`config.mk`:
```
export PLATFORM = sky130hd
export DESIGN_NAME = dm_param
export DESIGN_NICKNAME = d
export VERILOG_FILES = /design/src/rtl/dm_param.sv
export SDC_FILE = /design/constraint.sdc
export NUM_CORES = 1
export LEC_CHECK = 0
export CORE_ASPECT_RATIO = 1.5
export CORE_MARGIN = 2
export CORE_UTILIZATION = 35
export CTS_BUF_LIST = sky130_fd_sc_hd__clkbuf_4 sky130_fd_sc_hd__clkbuf_8
export CTS_CLUSTER_DIAMETER = 40
export DETAILED_ROUTE_END_ITERATION = 16
export PLACE_DENSITY_LB_ADDON = 0.05
export SYNTH_ARGS = -nofsm -noshare
export SYNTH_HDL_FRONTEND = slang
export SYNTH_SLANG_ARGS = --single-unit
```
`constraint.sdc`:
```
create_clock -name clk -period 6.1 [get_ports clk]
set_input_delay 1.22 -clock clk [delete_from_list [all_inputs] [get_ports clk]]
set_output_delay 1.22 -clock clk [all_outputs]
set_load 0.02 [all_outputs]
```
`src/rtl/dm_param.sv`:
```
// Parametrised SORT data memory: a synchronous init sequencer preloads the dataset, then the memory serves word reads and writes.
// Optional registered read port, enabled by defining DM_SYNC_READ_EN.
module dm_param #(
  parameter int DATA_WIDTH = 16,
  parameter int ADDR_WIDTH = 8,
  parameter int DEPTH      = 10
) (
  input  logic                  clk,
  input  logic                  reset,
  input  logic [ADDR_WIDTH-1:0] addr,
  input  logic [DATA_WIDTH-1:0] din,
  input  logic                  we,
  output logic [DATA_WIDTH-1:0] dout,
  output logic                  busy,
  output logic                  err
);

  localparam int IW = (DEPTH > 1) ? $clog2(DEPTH) : 1;
  localparam int CW = $clog2(DEPTH + 1);
  localparam logic [CW-1:0]         LAST    = CW'(DEPTH - 1);
  localparam logic [ADDR_WIDTH:0]   DEPTH_W = (ADDR_WIDTH + 1)'(DEPTH);

  typedef enum logic {INIT, RUN} state_t;

  state_t                state, state_nx;
  logic [CW-1:0]         cnt, cnt_nx;
  logic [DATA_WIDTH-1:0] mem [DEPTH];
  logic                  in_range;
  logic [IW-1:0]         idx, cidx;

  // SORT dataset; entries past index 9 load zero
  function automatic logic [DATA_WIDTH-1:0] preload(input logic [CW-1:0] i);
    logic [15:0]            v;
    logic [DATA_WIDTH+15:0] ext;
    case (int'(i))
      0:       v = 16'h0127;
      1:       v = 16'h0559;
      2:       v = 16'h0059;
      3:       v = 16'h0059;
      4:       v = 16'h0102;
      5:       v = 16'h0048;
      6:       v = 16'h0000;
      7:       v = 16'h0100;
      8:       v = 16'h10C3;
      9:       v = 16'h00CD;
      default: v = 16'h0000;
    endcase
    ext = {{DATA_WIDTH{1'b0}}, v};
    return ext[DATA_WIDTH-1:0];
  endfunction

  assign busy     = (state == INIT);
  assign in_range = ({1'b0, addr} < DEPTH_W);
  assign idx      = addr[IW-1:0];
  assign cidx     = cnt[IW-1:0];

  always_ff @(posedge clk) begin
    if (!reset) begin
      state <= INIT;
      cnt   <= '0;
    end else begin
      state <= state_nx;
      cnt   <= cnt_nx;
    end
  end

  always_comb begin
    state_nx = state;
    cnt_nx   = cnt;
    if (state == INIT) begin
      cnt_nx = cnt + CW'(1);
      if (cnt == LAST) state_nx = RUN;
    end
  end

  // Contents survive reset; INIT rewrites every word
  always_ff @(posedge clk) begin
    if (reset) begin
      if (state == INIT)        mem[cidx] <= preload(cnt);
      else if (we && in_range)  mem[idx]  <= din;
    end
  end

  always_ff @(posedge clk) begin
    if (!reset) err <= 1'b0;
    else        err <= we && (busy || !in_range);
  end

`ifdef DM_SYNC_READ_EN
  // Write-first: a same-cycle write is forwarded into the read register
  always_ff @(posedge clk) begin
    if (!reset || busy || !in_range) dout <= '0;
    else if (we)                     dout <= din;
    else                             dout <= mem[idx];
  end
`else
  always_comb dout = (!busy && in_range) ? mem[idx] : '0;
`endif

endmodule

```
==> out/metrics.cfg, run 1 <==
[yosys]
synthXorXnorAreaFrac = 0.00607
synthTopCellsByCount = edfxtp_1, a211oi_1, mux4_2
synth_adder_area_share = 0.00868
ys_seq_area_frac = 0.714
synth-simple-area-share = 0.0552
ys_warn_count = 0
synth_compound_area_frac = 0.0559
synthFlopType = edfxtp_1
synth_mux_area_frac = 0.142
ys_ff_latch = 177
synth_nets = 436
yosysTopAreaCellShare = 0.666
async_flop_share = 0
avgSynthCellArea_um2 = 17.8
synth_cell_types = 41
synth_edf_count = 160
yosysTopAreaCell = edfxtp_1
synth_cells = 404
synth_top_family_by_area = multiplexers
synth_most_common_cell = edfxtp_1
syn_area_mm2 = 0.00721
synth_area_leaders = edfxtp_1, mux4_2, dfxtp_1, a211oi_1, mux2i_1

[timing]
worst_pin_slew_ns = 0.988
final.min_clock_period_ns = 5.46
fmax_mhz = 183
setup_tns_ns = 0
hold_viol = 0
slew-limit-headroom = 0.341
slew_violations = 0
fin_crit_sh = 0.895
rsz0062_at_grt = false
hold_ws_ns = 0.588
finalClockSkew_ns = 0.0119
fin_ws_ns = 0.641
setup_viol = 0

[placed_design]
dp.cells = 704
gp_congestion = 0.717
hpwl_um = 10000
io_buffers = 44
dp_slack_ns = 0.613

[run]
maxCapViolCount = 0

[critical_path]
cpMaxStageDelayCell = or3_1
cp.arrival_ns = 4.24
rrSetupSlack_ns = 2.66
worstPathRequired_ns = 4.88
r2r_cells = 5
r2r-start = state
crit_top_cell = clkdlybuf4s50_1
startpoint = addr[7]
crit_end = dout[2]
worstPathCellList = clkdlybuf4s50_1 > or4b_1 > or3_1 > a211oi_1 > clkdlybuf4s50_1
worstPathMaxFanout = 17
r2r-end = mem[8][5]
critPathKind = input pin to output port
worstSetupPathDepth = 5
cp-start-kind = input pin
endpoint_kind = output port
critPathTopFamily = simple AND/OR/NAND/NOR gates
crit_path_max_incr_delay_ns = 0.82
crit_buf_inv = 2

[finish]
nets = 491
area_growth_pct = 16.7
multi_input_area_mm2 = 0.00197
fillers = 1870
layoutNonFillerInstCount = 736
ff_latch_area_mm2 = 0.00514
antenna-diode-count = 0
drive_gt1_frac = 0.220

[worst_hold_path]
hold_class = flop to flop
hold_path_depth = 2

[cts]
path_clk_slew_ns = 0.09
worstSkewPairLatency_ns = 0.45
htreeDepth = 4
clk_path_buf_depth = 2
postCtsSetupBuffers = 0
cts_tree = built
cts-resized-gates = 0
holdBufCountCts = 0
cts-root-buf = clkbuf_8
cts_buffers = 17
cts.sinks = 177

[global_route]
grt_use_met2 = 0.275
grt_first_pass_wirelength_um = 25200
grt_use_met3 = 0.0289
antenna_found_initial = 0
grt_max_degree = 44
grt_busiest_layer = met2
overflow = 0
grtUsageTotal = 0.161
grt_use_met1 = 0.206
grt_pass1_vias = 4076

[die]
die-area_mm2 = 0.0218
ioPinCount = 45
start_util = 0.354
die_width_um = 121
core-area_mm2 = 0.0203
dieHeight_um = 180
rows = 64

[route]
via_per_inst = 5.19
drc_errors = 0
via_count = 3820
drt_iter0_markers = 313
avgRoutedWirePerCell_um = 22.4
first_pass_iters = 4
postRouteAntennaNets = 0
wl_um = 16500

[power_and_ir_drop]
ir_worst_vdd_mv = 0.121
power_density_mw_per_mm2 = 282
power.leakage_nw = 2.77
power_mw = 2.37

[run_status]
status = complete, no violations

per-layer routing:
layer  wire length (um)  share of wire
met5                  0              0
met4                258          0.016
met3                456          0.028
met2               8570           0.52
met1               7180           0.44
layout by cell type, fill, tap and decap left out, types with 2 or more instances in the layout:
master,synthesis,final
buf_2,9,2
clkinv_4,0,2
clkinvlp_4,0,3
dfxtp_1,17,17
ha_1,5,5
nor2b_1,17,17
mux4_2,32,32
o21a_1,2,2
xor2_1,2,2
nor3b_1,2,2
a211oi_2,1,2
nand2_1,3,3
and2_1,7,7
edfxtp_1,160,160
nand3_1,2,2
xnor2_1,3,3
a21oi_1,10,10
nor3_1,11,5
bufinv_16,0,2
inv_1,7,7
clkbuf_8,0,17
o31ai_1,2,2
a211oi_1,34,33
mux2i_1,17,17
nor2_1,15,15
inv_6,0,4
or4b_1,2,2
nand3b_1,2,2
clkdlybuf4s50_1,0,41
buf_4,1,17
nand4_1,2,2
nor3_2,0,6
mux2_2,12,12
power by group:
part	leakage, nW	switching [mW]	internal [mW]
combinational	0.886	0.110	0.0751
clock	0.193	0.434	0.375
sequential	1.69	0.0104	1.37
total	2.77	0.554	1.82
cells by family (layout without fill, tap and decap cells):
logic type	after synthesis	in the layout
flops	177	177
mux	61	61
buf+inv	31	99
simple gates	69	69
xor+xnor	5	5
compound gates	56	56
fa+ha+maj	5	5
metrics by stage:
step                area (um^2)  utilization
floorplan                  7210            -
global placement           8020        0.394
detailed placement         8020        0.394
CTS                        8410        0.414
global route               8410        0.414
finish                     8410        0.414
state kept, by name (all words and copies together) (netlist names), named ones only:
name,cells
err,1
mem,160
state,1
cidx,4
worst min-delay path by stage:
stage	startpoint	endpoint	slack (ns)
6_report	state	state	0.59
5_1_grt	state	state	0.66
4_1_cts	state	state	0.60
3_5_place_dp	state	state	0.58
3_3_place_gp	state	state	0.59
2_1_floorplan	cidx[2]	state	0.61
area by class of cell:
type	instances	share of cell area
flip-flops and latches	177	0.611
multi-input cells	196	0.234
repair buffers	60	0.0651
well taps	264	0.0393
clock buffers	18	0.0287
clock inverters	14	0.0184
inverters	7	0.00312
worst min-delay path, stage by stage (launching register included):
cell     delay (ns)
dfxtp_1        0.38
inv_1          0.10
a21oi_1        0.06
No activity file was read; power rests on OpenSTA's default activity.
==> inputs of run 2 (changes only) <==
SLEW_MARGIN = 15   (was not set)
==> results of run 2 <==
No change in the layout: final DEF, timing and power equal those of run 1.
